**config.mk**
```make
export PLATFORM = sky130hd
export DESIGN_NAME = keypad_scan_ctrl_flat
export DESIGN_NICKNAME = d
export VERILOG_FILES = /design/src/rtl/keypad_scan_ctrl_if.sv /design/src/rtl/keypad_scan_ctrl.sv /design/src/flat_wrapper.sv
export SDC_FILE = /design/constraint.sdc
export NUM_CORES = 1
export LEC_CHECK = 0
export BUFFER_PORTS_ARGS = -buffer_cell sky130_fd_sc_hd__buf_2
export CORE_MARGIN = 1.5
export CORE_UTILIZATION = 34
export DETAILED_ROUTE_END_ITERATION = 8
export GPL_TIMING_DRIVEN = 0
export PLACE_DENSITY = 0.63
export SLEW_MARGIN = 10
export SYNTH_ARGS = -nofsm -noshare
export SYNTH_HDL_FRONTEND = slang
export SYNTH_SLANG_ARGS = --single-unit
export TNS_END_PERCENT = 100
```
**constraint.sdc**
```tcl
create_clock -name clk -period 1.65 [get_ports clk]
set_input_delay 0.0825 -clock clk [delete_from_list [all_inputs] [get_ports clk]]
set_output_delay 0.0825 -clock clk [all_outputs]
set_load 0.02 [all_outputs]
```
**src/rtl/keypad_scan_ctrl_if.sv**
```systemverilog
// keypad_scan_ctrl_if: keypad pins and decode-FSM handshake around the scan controller.
interface keypad_scan_ctrl_if;
   logic [3:0] col_n_i;
   logic [3:0] row_lock_i;
   logic       row_locked_i;
   logic       tick_o;
   logic [3:0] row_drive_o;
   logic [7:0] row_col_o;
   logic [1:0] scan_state_o;
   modport master (output col_n_i, row_lock_i, row_locked_i,
                   input tick_o, row_drive_o, row_col_o, scan_state_o);
   modport slave  (input col_n_i, row_lock_i, row_locked_i,
                   output tick_o, row_drive_o, row_col_o, scan_state_o);
endinterface

```
**src/rtl/keypad_scan_ctrl.sv**
```systemverilog
// keypad_scan_ctrl: tick prescaler, one-hot row scan with lock parking, column conditioning.
// KEYPAD_SCAN_SYNC_EN selects a 2-flop column synchronizer instead of a single stage.
module keypad_scan_ctrl #(
   parameter int DIV_COUNT  = 50000,
   parameter int SCAN_DWELL = 2
) (
   input logic               clk,
   input logic               reset,
   keypad_scan_ctrl_if.slave kp
);
   localparam int CW = $clog2(DIV_COUNT);
   localparam int DW = SCAN_DWELL > 1 ? $clog2(SCAN_DWELL) : 1;
   typedef enum logic [1:0] {IDLE = 2'b00, SCAN = 2'b01, HOLD = 2'b10} state_t;
   state_t        state_q, state_d;
   logic [CW-1:0] cnt_q, cnt_d;
   logic          tick_q, tick_d;
   logic [1:0]    row_idx_q, row_idx_d;
   logic [DW-1:0] dwell_q, dwell_d;
   logic [3:0]    row_drive_q, row_drive_d;
   logic [3:0]    col_act_q, col_act_d;
   logic [1:0]    lock_enc;
   logic          lock_ok;
`ifdef KEYPAD_SCAN_SYNC_EN
   logic [3:0] col_s_q;
   always_ff @(posedge clk) col_s_q <= reset ? 4'b0 : ~kp.col_n_i;
   assign col_act_d = col_s_q;
`else
   assign col_act_d = ~kp.col_n_i;
`endif
   assign lock_ok  = kp.row_lock_i != 4'b0 && (kp.row_lock_i & (kp.row_lock_i - 4'd1)) == 4'b0;
   assign lock_enc = row_drive_q[3] ? 2'd3 : row_drive_q[2] ? 2'd2 : row_drive_q[1] ? 2'd1 : 2'd0;
   always_ff @(posedge clk)
      if (reset) begin
         state_q     <= IDLE;
         cnt_q       <= '0;
         tick_q      <= 1'b0;
         row_idx_q   <= '0;
         dwell_q     <= '0;
         row_drive_q <= '0;
         col_act_q   <= '0;
      end else begin
         state_q     <= state_d;
         cnt_q       <= cnt_d;
         tick_q      <= tick_d;
         row_idx_q   <= row_idx_d;
         dwell_q     <= dwell_d;
         row_drive_q <= row_drive_d;
         col_act_q   <= col_act_d;
      end
   always_comb begin
      tick_d      = cnt_q == CW'(DIV_COUNT - 1);
      cnt_d       = tick_d ? '0 : cnt_q + 1'b1;
      state_d     = state_q;
      row_idx_d   = row_idx_q;
      dwell_d     = dwell_q;
      row_drive_d = row_drive_q;
      if (tick_q)
         case (state_q)
            IDLE: begin
               state_d     = SCAN;
               row_idx_d   = '0;
               dwell_d     = '0;
               row_drive_d = 4'b0001;
            end
            SCAN:
               if (kp.row_locked_i) begin
                  state_d     = HOLD;
                  row_drive_d = lock_ok ? kp.row_lock_i : 4'b0;
               end else if (col_act_q == 4'b0) begin
                  // a pressed column freezes the scan so the decode FSM can evaluate it
                  row_idx_d   = dwell_q == DW'(SCAN_DWELL - 1) ? row_idx_q + 2'd1 : row_idx_q;
                  dwell_d     = dwell_q == DW'(SCAN_DWELL - 1) ? '0 : dwell_q + 1'b1;
                  row_drive_d = 4'b0001 << row_idx_d;
               end
            HOLD:
               if (!kp.row_locked_i) begin
                  state_d     = SCAN;
                  row_idx_d   = row_drive_q != 4'b0 ? lock_enc + 2'd1 : 2'd0;
                  dwell_d     = '0;
                  row_drive_d = 4'b0001 << row_idx_d;
               end else if (!lock_ok) begin
                  state_d     = SCAN;
                  row_idx_d   = '0;
                  dwell_d     = '0;
                  row_drive_d = 4'b0;
               end else
                  row_drive_d = kp.row_lock_i;
            default: state_d = IDLE;
         endcase
   end
   always_comb begin
      kp.tick_o       = tick_q;
      kp.row_drive_o  = row_drive_q;
      kp.row_col_o    = {row_drive_q, col_act_q};
      kp.scan_state_o = state_q;
   end
endmodule

```
**src/flat_wrapper.sv**
```systemverilog
// flat-port wrapper written by rule: the top's interface ports become plain ports
module keypad_scan_ctrl_flat 
#(
   parameter int DIV_COUNT  = 50000,
   parameter int SCAN_DWELL = 2
)
  (clk, reset, kp_col_n_i, kp_row_lock_i, kp_row_locked_i, kp_tick_o, kp_row_drive_o, kp_row_col_o, kp_scan_state_o);
  keypad_scan_ctrl_if kp_i ();
  input logic clk;
  input logic reset;
  input wire logic [$bits(kp_i.col_n_i)-1:0] kp_col_n_i;
  input wire logic [$bits(kp_i.row_lock_i)-1:0] kp_row_lock_i;
  input wire logic [$bits(kp_i.row_locked_i)-1:0] kp_row_locked_i;
  output wire logic [$bits(kp_i.tick_o)-1:0] kp_tick_o;
  output wire logic [$bits(kp_i.row_drive_o)-1:0] kp_row_drive_o;
  output wire logic [$bits(kp_i.row_col_o)-1:0] kp_row_col_o;
  output wire logic [$bits(kp_i.scan_state_o)-1:0] kp_scan_state_o;
  assign kp_i.col_n_i = kp_col_n_i;
  assign kp_i.row_lock_i = kp_row_lock_i;
  assign kp_i.row_locked_i = kp_row_locked_i;
  assign kp_tick_o = kp_i.tick_o;
  assign kp_row_drive_o = kp_i.row_drive_o;
  assign kp_row_col_o = kp_i.row_col_o;
  assign kp_scan_state_o = kp_i.scan_state_o;
  keypad_scan_ctrl #(.DIV_COUNT(DIV_COUNT), .SCAN_DWELL(SCAN_DWELL)) u_core (.clk(clk), .reset(reset), .kp(kp_i));
endmodule
```
### Word-level counts from Yosys, hierarchy flattened

Index checks and enable logic that the tools add are counted.

| cells by class | value |
|---|---|
| $add $sub $neg | 5 |
| bitwise logic cells | 2 |
| equality and inequality tests | 8 |
| reduce and logical (&&, ||, !) cells | 11 |
| shift-type cells | 2 |
| multiplexer cells | 25 |

Operators with widths:

| cell | number |
|---|---|
| 2-to-1 mux 2 bit | 11 |
| adder 16 x 1 -> 16 bit (second input constant) | 1 |
| == test 16 bit (second input constant) | 1 |
| 2-to-1 mux 4 bit | 4 |
| case mux 2 bit (3 select lines) | 2 |
| case mux 4 bit (3 select lines) | 1 |
| zero test 4 bit | 2 |
| nonzero test 4 bit | 2 |
| << shifter 1 x 2 -> 4 bit (first input constant) | 2 |
| 2-to-1 mux 1 bit | 6 |
| AND reduction 3 bit | 2 |
| AND reduction 5 bit | 1 |
| adder 2 x 1 -> 2 bit (second input constant) | 2 |
| bitwise AND 4 bit | 1 |
| inequality test 2 bit (second input constant) | 2 |
| NOT 4 bit | 1 |
| subtractor 4 x 1 -> 4 bit (second input constant) | 1 |
| inequality test 3 x 2 -> 1 bit (second input constant) | 1 |
| inequality test 3 bit (second input constant) | 1 |
| case mux 1 bit (3 select lines) | 1 |
| nonzero test 3 bit | 1 |
| == test 2 x 1 -> 1 bit (second input constant) | 1 |
| == test 2 bit (second input constant) | 1 |
| zero test 2 bit | 1 |
| 4 further kinds | 4 |

| word-level totals | value |
|---|---|
| input port bits | 11 |
| output and inout port bits | 15 |
| register bits after elaboration | 30 |
| word-level logic and storage cells | 60 |

### Logic depth before layout (Yosys ltp)

| logic depth | value |
|---|---|
| depth after elaboration | 8 |
| depth in mapped cells | 6 |
| mapped depth without buffers | 5 |

### Worst setup path before layout

Ideal clock, no wire load.

| timing path | value |
|---|---|
| kind | flip-flop to flip-flop |
| start point | register u_core.col_act_q[1] |
| end point | register u_core.row_idx_q[0] |
| data arrival time | 1.569 ns |
| path buffers | 0 |
| path slack | -0.040 ns |
| setup time | 0.121 ns |
| period minus slack after synthesis | 1.690 ns |
| stages on the path, launching flop included | 5 |
| data required time | 1.529 ns |
| cell sequence | dfxtp_1 -> or4_1 -> o21ai_1 -> o2111a_2 -> mux2_4 |

| between the ends | value |
|---|---|
| longest elaborated chain between the ends | 3 |

RTL lines:

| element | RTL line | RTL |
|---|---|---|
| start: declaration | keypad_scan_ctrl.sv:20 | `logic [3:0] col_act_q, col_act_d;` |
| start signal: assignment | keypad_scan_ctrl.sv:48 | `col_act_q <= col_act_d;` |
| zero test 4 bit | keypad_scan_ctrl.sv:69 | `end else if (col_act_q == 4'b0) begin` |
| inequality test 2 x 1 -> 1 bit (no source line) | -- |  |
| AND reduction 5 bit (no source line) | -- |  |
| end signal: assignment | keypad_scan_ctrl.sv:45 | `row_idx_q <= row_idx_d;` |
| end: declaration | keypad_scan_ctrl.sv:17 | `logic [1:0] row_idx_q, row_idx_d;` |

Every way passes these cells.
A chain may end at the register's enable or synchronous reset.

### Final worst setup path

| timing path | value |
|---|---|
| start point | register u_core.col_act_q[0] |
| end point | register u_core.row_idx_q[0] |

Same word-level chain as after synthesis.

==> flow_metrics.py <==
metrics = {
    "status": {
        "status": "complete, no violations",
    },
    "setup_path": {
        "rr_startpoint": "u_core.col_act_q[0]",
        "crit_path_start": "u_core.col_act_q[0]",
        "rr_worst_depth": 4,
        "crit_path_end_kind": "flop",
        "cpPeakStageDelay_ps": 540,
        "slowest_stage": "or4_4",
        "required_ps": 1820,
        "timing.rr.end": "u_core.row_idx_q[0]",
        "r2r_slack_ps": 20,
        "path_cells": "or4_4, o21ai_2, o2111a_2, mux2_4",
        "critical_path_class": "reg -> reg",
        "cp.arrival_ps": 1800,
        "endpoint": "u_core.row_idx_q[0]",
        "path_max_fanout": 3,
        "crit_path_start_kind": "flop",
    },
    "global_route": {
        "antenna_found_initial": 0,
        "grt_start_max_net_pins": 15,
        "first_global_vias": 1269,
        "met1_usage_pct": 18.97,
        "use_met2_pct": 20.58,
        "grt_use_total_pct": 13.75,
        "grt_pass1_wl_microns": 5623,
        "grt_overflow": 0,
        "busiest_layer": "met2",
        "met3_usage_pct": 2.954,
    },
    "timing": {
        "fin_crit_sh_pct": 98.96,
        "fmax_mhz": 612.4,
        "slew_violations": 0,
        "finalHoldViolCount": 0,
        "rsz0062_at_grt": "yes",
        "period_needed_ps": 1633,
        "relSlewSlack_pct": 68.91,
        "setup_violations": 0,
        "finClkSkew_ps": 6.281,
        "finalWorstSetupSlack_ps": 17.17,
        "tightest_slew_ps": 466.3,
        "totalNegativeSetupSlack_ps": 0,
    },
    "placement": {
        "postPlaceCellArea_sq_um": 1782,
        "dp_hpwl_microns": 2379,
        "place_inst": 262,
        "port_buffers": 25,
        "place_congestion": 0.8638,
        "place_ws_ps": -248.9,
    },
    "flow_run": {
        "drv_cap": 0,
    },
    "clocking": {
        "clk_pin_slew_ps": 70,
        "cts_buffers": 5,
        "root_buffer": "clkbuf_8",
        "cts.sinks": 30,
        "cts_tree": "yes",
        "cts-htree-levels": 2,
        "clock_latency_ps": 280,
        "cts.path.max_buffers": 2,
    },
    "route": {
        "dr_total_vias": 1429,
        "antenna_left": 0,
        "viasPerCell": 5.196,
        "wl_per_cell_microns": 12.21,
        "post-route-drc-count": 0,
        "dr.first_iter.drc_count": 91,
        "routed_wl_microns": 3358,
        "firstDrtPassIters": 4,
    },
    "yosys": {
        "ys_seq_area_share_pct": 37.83,
        "async_reset_ff_share_pct": 0,
        "synth.distinct_cells": 45,
        "yosysTopAreaCellShare_pct": 37.83,
        "synth_nets": 201,
        "yosys.area.top_type": "dfxtp_1",
        "synthCells": 185,
        "synth_flop_cell": "dfxtp_1",
        "synth_edf_count": 0,
        "syn_area_per_cell_sq_um": 8.583,
        "synth_area_sq_um": 1588,
        "synth_seq_cells": 30,
        "ys_warn_count": 0,
        "ys_top_cells_by_area": "dfxtp_1, nor2_1, xnor2_1",
    },
    "final_layout": {
        "multi_input_area_sq_um": 947.2,
        "antenna_cells": 0,
        "layout_common_cells": "nor2_1, dfxtp_1, buf_2",
        "nNetsFinal": 238,
        "fillers": 439,
        "area_growth_pct": 23.88,
        "drive_gt1_share_pct": 24.22,
        "layout_commonest_cell": "nor2_1",
        "fin_cells": 275,
        "post-route-cell-area_sq_um": 1967,
        "seq_area_sq_um": 604.3,
    },
    "power_and_ir_drop": {
        "powerDensity_nw_per_um2": 734.7,
        "p_seq_share_pct": 51.6,
        "swShare_pct": 22.89,
        "ir_worst_vdd_v": 0.0005356,
        "p_leak_uw": 0.0007661,
        "p_int_uw": 1114,
        "power.switching_uw": 330.8,
        "clkPwrFrac_pct": 41.7,
        "combPwrFrac_pct": 6.7,
    },
    "hold_path": {
        "min_path_type": "in -> reg",
    },
    "die": {
        "die_h_microns": 71.34,
        "die_w_microns": 71.34,
        "io_pins": 26,
        "initial_core_util_pct": 35.97,
        "rows": 24,
        "core-area_sq_um": 4414,
        "die_area_sq_um": 5089,
    },
}
sequential cells by signal, indices dropped and copies added (netlist names):
register / count
u_core.kp.tick_o: 1
u_core.kp.row_drive_o: 4
u_core.cnt_q: 16
u_core.row_idx_q: 2
u_core.dwell_q: 1
u_core.kp.scan_state_o: 2
u_core.col_act_q: 4
critical path, delay by kind of cell, from the launching register on:
family          cells  cell delay, ps
mux                 1             300
flops               1             320
simple gates        1             540
compound gates      2             380
routing by layer:
layer / part of all wire, % / wire, microns / vias up
met5: 0 / 0 / -
met1: 49 / 1634 / 641
li1: - / - / 738
met3: 5.3 / 178 / 5
met2: 44 / 1493 / 45
met4: 1.5 / 52 / 0
area by class of cell:
cell class	count	area share, %
multi-input cells	137	48.16
inverters	10	1.908
repair buffers	31	9.160
well taps	52	3.308
plain buffers	7	2.099
flip-flops and latches	30	30.73
clock inverters	1	0.2545
clock buffers	7	4.389
synth_stat cells, types with 3 or more instances:
master / count
nor3_1: 5
nand3_1: 7
buf_4: 4
o21ai_0: 6
a32o_1: 3
and3_1: 4
nor2_1: 28
clkbuf_1: 4
nor4_1: 5
xor2_1: 6
nor2b_1: 4
inv_1: 10
o31ai_1: 3
nand2_1: 9
ha_1: 5
dfxtp_1: 30
xnor2_1: 9
mux2i_1: 3
nand4_1: 4
worst min-delay path by stage:
| stage | startpoint | to | slack (ps) | cells after the start |
|---|---|---|---|---|
| after floorplan | kp_col_n_i[0] | u_core.col_act_q[0] | 150 | 1 |
| after CTS | reset | u_core.dwell_q | 170 | 3 |
| after detailed placement | kp_col_n_i[3] | u_core.col_act_q[3] | 240 | 2 |
| final | reset | u_core.dwell_q | 190 | 3 |
| after global placement | kp_col_n_i[0] | u_core.col_act_q[0] | 230 | 2 |
| after global routing | reset | u_core.dwell_q | 200 | 3 |
per-stage QoR:
stage	utilization, %	total power [uW]	hold slack (ps)
2_1_floorplan	-	809.1	147.5
3_3_place_gp	40.36	845.3	230.8
3_5_place_dp	40.36	845.9	235.3
4_1_cts	43.48	1470	173.4
5_1_grt	44.56	1512	202.3
6_report	44.56	1445	190.5
cells by family after synthesis:
| group | after synthesis | share of synthesized area [%] |
|---|---|---|
| adders and majority gates | 5 | 3.940 |
| muxes | 4 | 2.837 |
| and+or+nand+nor | 79 | 25.77 |
| buffers and inverters | 18 | 5.201 |
| DFF | 30 | 37.83 |
| AOI/OAI and AO/OA | 34 | 16.15 |
| xor gates and xnor gates | 15 | 8.274 |
repair_timing:
item | in CTS | in global routing
setup buffers | 0 | 2
setup endpoints to repair | 11 | 19
hold buffers | 4 | 0
hold endpoints to repair | 4 | 0
pin swaps | 1 | 3
resized for setup | 3 | 5
power groups by stage:
stage / clock (uW) / combinational (uW) / sequential [uW]
after floorplan: 0 / 42.8 / 766
after global placement: 0 / 84.6 / 761
after detailed placement: 0 / 84.5 / 761
after CTS: 631 / 93.7 / 746
after global routing: 660 / 104 / 747
final: 603 / 96.4 / 746
Note: power is estimated with default switching activity, not from simulation.
